### src/rtl/data_memory_arbiter_pkg.sv
// Shared widths, state encodings and helpers
// for the data memory arbiter.
package data_memory_arbiter_pkg;

  localparam int DATA_W    = 16;
  localparam int MEM_WORD  = 64;
  localparam int ARB_PTR_W = 3;
  localparam int ARB_CNT_W = 8;

  typedef enum logic {
    ARB_S_ARB  = 1'b0,
    ARB_S_LOCK = 1'b1
  } arb_state_e;

  typedef logic [ARB_PTR_W-1:0] arb_ptr_t;

  function automatic arb_ptr_t arb_next(
    input arb_ptr_t p,
    input int       n
  );
    return arb_ptr_t'((int'(p) + 1) % n);
  endfunction

endpackage

### src/rtl/arb_rr_pick.sv
// Combinational round-robin picker: first
// requester at or above ptr, wrapping.
module arb_rr_pick
  import data_memory_arbiter_pkg::*;
#(
  parameter int NPORT = 2
) (
  input  logic [NPORT-1:0] req_i,
  input  arb_ptr_t         ptr_i,
  output logic [NPORT-1:0] gnt_o,
  output arb_ptr_t         idx_o
);

  int   sel;
  logic hit;

  always_comb begin
    sel = 0;
    hit = 1'b0;
    // Scan farthest offset first so the
    // closest requester overwrites the rest.
    for (int i = NPORT - 1; i >= 0; i--) begin
      for (int j = 0; j < NPORT; j++) begin
        if (req_i[j] &&
            j == (int'(ptr_i) + i) % NPORT) begin
          sel = j;
          hit = 1'b1;
        end
      end
    end
    gnt_o = '0;
    for (int j = 0; j < NPORT; j++) begin
      gnt_o[j] = hit && (sel == j);
    end
    idx_o = arb_ptr_t'(sel);
  end

endmodule

### src/rtl/data_memory_arbiter.sv
// Round-robin arbiter with lock/timeout in
// front of the single-port data memory.
module data_memory_arbiter
  import data_memory_arbiter_pkg::*;
#(
  parameter int NPORT    = 2,
  parameter int LOCK_MAX = 16
) (
  input  logic                    CLK,
  input  logic                    RST_N,
  input  logic [NPORT-1:0]        REQ,
  input  logic [NPORT-1:0]        WE,
  input  logic [NPORT-1:0]        LOCK,
  input  logic [NPORT*DATA_W-1:0] ADDR,
  input  logic [NPORT*DATA_W-1:0] WDATA,
  output logic [NPORT-1:0]        GNT,
  output logic [NPORT-1:0]        RVALID,
  output logic [DATA_W-1:0]       RDATA,
  output logic [DATA_W-1:0]       MEM_ADDR,
  output logic [DATA_W-1:0]       MEM_WDATA,
  output logic                    MEM_WE,
  input  logic [DATA_W-1:0]       MEM_RDATA
);

  arb_state_e             state_q, state_d;
  arb_ptr_t               ptr_q, ptr_d;
  arb_ptr_t               owner_q, owner_d;
  arb_ptr_t               tag_idx_q, tag_idx_d;
  logic                   tag_vld_q, tag_vld_d;
  logic [ARB_CNT_W-1:0]   cnt_q, cnt_d;
  logic [DATA_W-1:0]      addr_q, addr_d;
  logic [DATA_W-1:0]      wdata_q, wdata_d;

  logic [NPORT-1:0]       pick_gnt;
  arb_ptr_t               pick_idx;
  logic [NPORT-1:0]       gnt;
  arb_ptr_t               acc_idx;
  logic                   acc;
  logic                   acc_we;
  logic                   acc_lock;
  logic                   timeout;
  logic [DATA_W-1:0]      sel_addr;
  logic [DATA_W-1:0]      sel_wdata;

  arb_rr_pick #(
    .NPORT (NPORT)
  ) u_pick (
    .req_i (REQ),
    .ptr_i (ptr_q),
    .gnt_o (pick_gnt),
    .idx_o (pick_idx)
  );

  always_comb begin
    gnt     = '0;
    acc_idx = pick_idx;
    if (state_q == ARB_S_LOCK) begin
      acc_idx = owner_q;
      for (int j = 0; j < NPORT; j++) begin
        gnt[j] = REQ[j] &&
                 (owner_q == arb_ptr_t'(j));
      end
    end else begin
      gnt = pick_gnt;
    end
    if (!RST_N) begin
      gnt = '0;
    end
    acc      = |gnt;
    acc_we   = |(gnt & WE);
    acc_lock = |(gnt & LOCK);
    // Idle bus keeps the last accepted payload.
    sel_addr  = addr_q;
    sel_wdata = wdata_q;
    for (int j = 0; j < NPORT; j++) begin
      if (gnt[j]) begin
        sel_addr  = ADDR[j*DATA_W +: DATA_W];
        sel_wdata = WDATA[j*DATA_W +: DATA_W];
      end
    end
  end

  assign timeout = (state_q == ARB_S_LOCK) &&
                   (cnt_q == ARB_CNT_W'(LOCK_MAX - 1));

  always_comb begin
    state_d   = state_q;
    ptr_d     = ptr_q;
    owner_d   = owner_q;
    cnt_d     = cnt_q;
    tag_vld_d = acc && !acc_we;
    tag_idx_d = acc ? acc_idx : tag_idx_q;
    addr_d    = acc ? sel_addr : addr_q;
    wdata_d   = acc ? sel_wdata : wdata_q;
    unique case (state_q)
      ARB_S_ARB: begin
        if (acc) begin
          ptr_d = arb_next(acc_idx, NPORT);
          if (acc_lock) begin
            state_d = ARB_S_LOCK;
            owner_d = acc_idx;
            cnt_d   = '0;
          end
        end
      end
      ARB_S_LOCK: begin
        cnt_d = cnt_q + 1'b1;
        if ((acc && !acc_lock) || timeout) begin
          state_d = ARB_S_ARB;
          ptr_d   = arb_next(owner_q, NPORT);
          cnt_d   = '0;
        end
      end
    endcase
  end

  always_ff @(posedge CLK) begin
    if (!RST_N) begin
      state_q   <= ARB_S_ARB;
      ptr_q     <= '0;
      owner_q   <= '0;
      cnt_q     <= '0;
      tag_vld_q <= 1'b0;
      tag_idx_q <= '0;
      addr_q    <= '0;
      wdata_q   <= '0;
    end else begin
      state_q   <= state_d;
      ptr_q     <= ptr_d;
      owner_q   <= owner_d;
      cnt_q     <= cnt_d;
      tag_vld_q <= tag_vld_d;
      tag_idx_q <= tag_idx_d;
      addr_q    <= addr_d;
      wdata_q   <= wdata_d;
    end
  end

  always_comb begin
    RVALID = '0;
    for (int j = 0; j < NPORT; j++) begin
      RVALID[j] = RST_N && tag_vld_q &&
                  (tag_idx_q == arb_ptr_t'(j));
    end
  end

  assign GNT       = gnt;
  assign MEM_ADDR  = sel_addr;
  assign MEM_WDATA = sel_wdata;
  assign MEM_WE    = acc_we;
  assign RDATA     = MEM_RDATA;

endmodule

### config.mk
export PLATFORM = sky130hd
export DESIGN_NAME = data_memory_arbiter
export DESIGN_NICKNAME = d
export VERILOG_FILES = /design/src/rtl/data_memory_arbiter_pkg.sv /design/src/rtl/arb_rr_pick.sv /design/src/rtl/data_memory_arbiter.sv
export SDC_FILE = /design/constraint.sdc
export NUM_CORES = 1
export LEC_CHECK = 0
export CAP_MARGIN = 20
export CORE_MARGIN = 5
export CORE_UTILIZATION = 41
export CTS_CLUSTER_DIAMETER = 30
export DETAILED_ROUTE_END_ITERATION = 12
export PLACE_DENSITY = 0.9
export SLEW_MARGIN = 40
export SYNTH_ARGS = -nofsm -noshare
export SYNTH_HDL_FRONTEND = slang
export SYNTH_HIERARCHICAL = 1
export SYNTH_SLANG_ARGS = --single-unit
### constraint.sdc
create_clock -name CLK -period 3.5 [get_ports CLK]
set_input_delay 0.7 -clock CLK [delete_from_list [all_inputs] [get_ports CLK]]
set_output_delay 0.7 -clock CLK [all_outputs]
set_load 0.005 [all_outputs]
**Word-level counts from Yosys, hierarchy flattened**

Index checks and enable logic that the tools add are counted.

- Equal/unequal tests: 8
- Bitwise gates (word level): 4
- Reductions and logical operators: 28
- Multiplexer cells: 25
- $add $sub $neg: 4

Operator list:

| operator | count |
|---|---|
| $logic_not A32 Y1 | 3 |
| $mux W16 | 4 |
| $mux W8 | 3 |
| $pmux W8 S2 | 1 |
| $logic_and A1 B1 Y1 | 14 |
| $mux W1 | 12 |
| $add A8 B1 Y8 const B | 1 |
| $eq A8 B4 Y1 const B | 1 |
| $eq A3 B1 Y1 const B | 2 |
| $logic_not A3 Y1 | 2 |
| $reduce_or A2 Y1 | 3 |
| $and A2 B2 Y2 | 2 |
| $mux W2 | 2 |
| $ne A2 B2 Y1 const B | 2 |
| $pmux W1 S2 | 2 |
| $reduce_and A2 Y1 | 2 |
| $add A1 B1 Y1 const B | 3 |
| $mux W3 | 1 |
| $reduce_and A3 Y1 | 1 |
| $eq A2 B2 Y1 const A | 1 |
| $logic_not A1 Y1 | 2 |
| $ne A2 B1 Y1 const B | 1 |
| $and A1 B1 Y1 const A | 1 |
| $eq A1 B1 Y1 const B | 1 |
| other kinds (2) | 2 |

- Bits in registers: 49
- Bits of input ports: 88

**Longest topological paths before layout**

- Depth after elaboration: 18
- Depth in mapped cells: 8
- Mapped depth without buffers: 7

**Modules after synthesis**

The synthesis kept the hierarchy.

By module, submodules not included:

| module | times used | cells each | sequential area each (um^2) | area each (um^2) |
|---|---|---|---|---|
| data_memory_arbiter | 1 | 268 | 980.9 | 2367.3 |
| arb_rr_pick | 1 | 7 | 0.0 | 45.0 |

**Least setup slack after synthesis**

Ideal clock, no wire load.

- Kind: input -> output
- Start: in REQ[0]
- End: out MEM_ADDR[13]
- Stages: 7
- Data arrival time: 2.217 ns
- Path buffers: 1
- Slack: 0.583 ns
- Path through: or3b_1 -> a221o_2 -> clkinv_2 -> nor2_2 -> buf_6 -> a222oi_1 -> inv_1

- Cells in the longest elaborated chain, start to end: 10

Ends and longest elaborated chain:

| element | RTL line | RTL |
|---|---|---|
| from (decl) | data_memory_arbiter.sv:11 | `input logic [NPORT-1:0] REQ,` |
| parallel branches: the longest is 6 deep, another holds $logic_not A32 Y1 | -- |  |
| $mux W2 (*) | data_memory_arbiter.sv:57 | `if (state_q == ARB_S_LOCK) begin` |
| $mux W2 (*) | data_memory_arbiter.sv:66 | `if (!RST_N) begin` |
| via GNT[0] | data_memory_arbiter.sv:16 | `output logic [NPORT-1:0] GNT,` |
| $mux W16 (*) (2 in a row) | data_memory_arbiter.sv:76 | `if (gnt[j]) begin` |
| to (decl) | data_memory_arbiter.sv:19 | `output logic [DATA_W-1:0] MEM_ADDR,` |

Mark *: on every way through the listed nets, which the timed path passes.

**Worst setup path after layout**

- Start: in REQ[0]
- End: out MEM_ADDR[8]

- Cells in the longest elaborated chain, start to end: 10

Ends and longest elaborated chain:

| element | RTL line |
|---|---|
| parallel branches: the longest is 6 deep, another holds $logic_not A32 Y1 | -- |
| $mux W2 (*) | data_memory_arbiter.sv:57 |
| $mux W2 (*) | data_memory_arbiter.sv:66 |
| $mux W16 | data_memory_arbiter.sv:76 |
| $mux W16 (*) | data_memory_arbiter.sv:76 |

Every way passes the cells marked *.

==> reports/results.ini <==
[outcome]
status=completed

[sta]
finalHoldViolCount=0
holdWs_ns=0.521
worst_slew_pin_slew_ns=0.672
setup_viol=0
fin_crit_sh_pct=99.7
period_needed_ns=3.49
slew-limit-headroom_pct=54.8
drv_slew=0
fmax_mhz=286
skew_ns=0.00576

[global_route]
grt_usage_pct=22.6
overflow=0
grt_pass1_vias=2729
antenna_found_initial=0
grt_max_degree=42
grt_pass1_wl_mm=13.3

[job]
max-cap-violations=0

[clocking]
htree_levels=2
cts-root-buf=clkbuf_8
tritoncts=done
cts_made_buffers=5
path_clk_slew_ns=0.09
insertion_delay_ns=0.30
numClockSinks=49
cts_buffer_depth=2

[critical_path]
startpoint_type=input port
worst_ep_required_time_ns=2.80
endpoint_kind=primary output
crit_path_top_delay_cell=a221o_2
critPathMaxFanout=16
crit_path_max_incr_delay_ns=0.45
crit_arrival_ns=2.79
path_cells=buf_2 > or3b_4 > a221o_2 > inv_4 > nor2_4 > buf_12 > a222oi_1 > inv_1 > dlygate4sd2_1
critical_path_class=in2out

[hold_path]
hold_path_class=reg2reg

[routing]
dr.pass1.iters=6
vias=2745
drt_iter0_markers=236
postRouteAntennaNets=0
post-route-drc-count=0
drt_wl_total_mm=8.96
wl_per_cell_um=17.6
detail_route.vias_per_cell=5.40

[cells_and_area]
seq_area_um2=981
nets=522
multi_input_area_mm2=0.00106
final_cell_mix=clkdlybuf4s50_1, buf_4, dfxtp_1, nor2_1, inv_1
final_common_cell=clkdlybuf4s50_1
final_util_pct=70.2
fillers=423
drive_gt1_share_pct=22.6
antenna_cells=0
area_growth_pct=69.4

[place]
dpl.hpwl_mm=5.66
numPortBuffers=108
gp_congestion=0.882

[floorplanning]
die_h_um=86.6
start_util_pct=41.4
dieArea_mm2=0.00751
num_io_pins=141
num_rows=28
dieWidth_um=86.6
coreArea_mm2=0.00582

[logic_synthesis]
syn_inst=274
synth.avg_cell_area_um2=8.79
syn_area_mm2=0.00241
yosysWarnings=6

[pwr]
p_total_mw=1.74
powerDensity_mw_per_mm2=426
p_leak_nw=2.00
ir_drop_uv=366

## per-stage QoR
| step | setup WS (ns) | TNS (ns) | area, um2 | std cells |
|---|---|---|---|---|
| 2_1_floorplan | 0.583 | 0 | 2410 | 275 |
| 3_3_place_gp | -0.468 | -13.28 | 3640 | 456 |
| 3_5_place_dp | -0.569 | -15.17 | 3640 | 456 |
| 4_1_cts | -0.216 | -0.697 | 3980 | 497 |
| 5_1_grt | -0.0786 | -0.308 | 4080 | 508 |
| 6_report | 0.00876 | 0 | 4080 | 508 |
## state kept, by name (all words and copies together) (netlist names)
name and cells:
wdata_q 16, ptr_q 1, addr_q 16, cnt_q 8, state_q 1, tag_idx_q 3
tag_vld_q 1, owner_q 3
## power by group
group | switching (mW) | internal, mW | leakage, nW
Clock | 0.186 | 0.157 | 0.0443
Combinational | 0.308 | 0.444 | 1.55
Sequential | 0.0290 | 0.613 | 0.400
Total | 0.523 | 1.21 | 2.00
## worst paths after layout
check                from            to  slack [ns]  cells past startpoint
max                REQ[0]   MEM_ADDR[8]       0.009                      9
min          tag_idx_q[0]  tag_idx_q[0]        0.52                      2
max reg2reg    owner_q[0]     addr_q[3]        0.43                     15
min reg2reg  tag_idx_q[0]  tag_idx_q[0]        0.52                      2
## area by class of cell
| cell class | instances | area share (%) |
|---|---|---|
| repair buffers | 184 | 41.9 |
| multi-input cells | 153 | 25.9 |
| well taps | 75 | 2.30 |
| inverters | 40 | 3.74 |
| flip-flops and latches | 49 | 24.0 |
| clock buffers | 7 | 2.12 |
## timing repair
| item | 4_1_cts | 5_1_grt |
|---|---|---|
| buffers inserted | 33 | 10 |
| setup endpoints to repair | 33 | 33 |
| gates resized for setup | 39 | 21 |
| hold buffers | 0 | 0 |
| pin swaps | 19 | 20 |
| gates cloned | 1 | 1 |
## per-layer routing
metal / share of wire (%) / global-route usage [%] / routed length [um] / vias to the layer above
li1: - / - / - / 1295
met4: 3.0 / 7.51 / 270 / 0
met1: 36 / 23.8 / 3250 / 1289
met2: 51 / 42.3 / 4600 / 135
met5: 0 / 0 / 0 / -
met3: 9.4 / 7.03 / 838 / 26
## worst max-delay path: cells and delay by family
kind            cells  cell delay, ns
compound gates      2            0.88
buf+inv             5            0.75
simple gates        2            0.44
(Power assumes the default switching activity.)
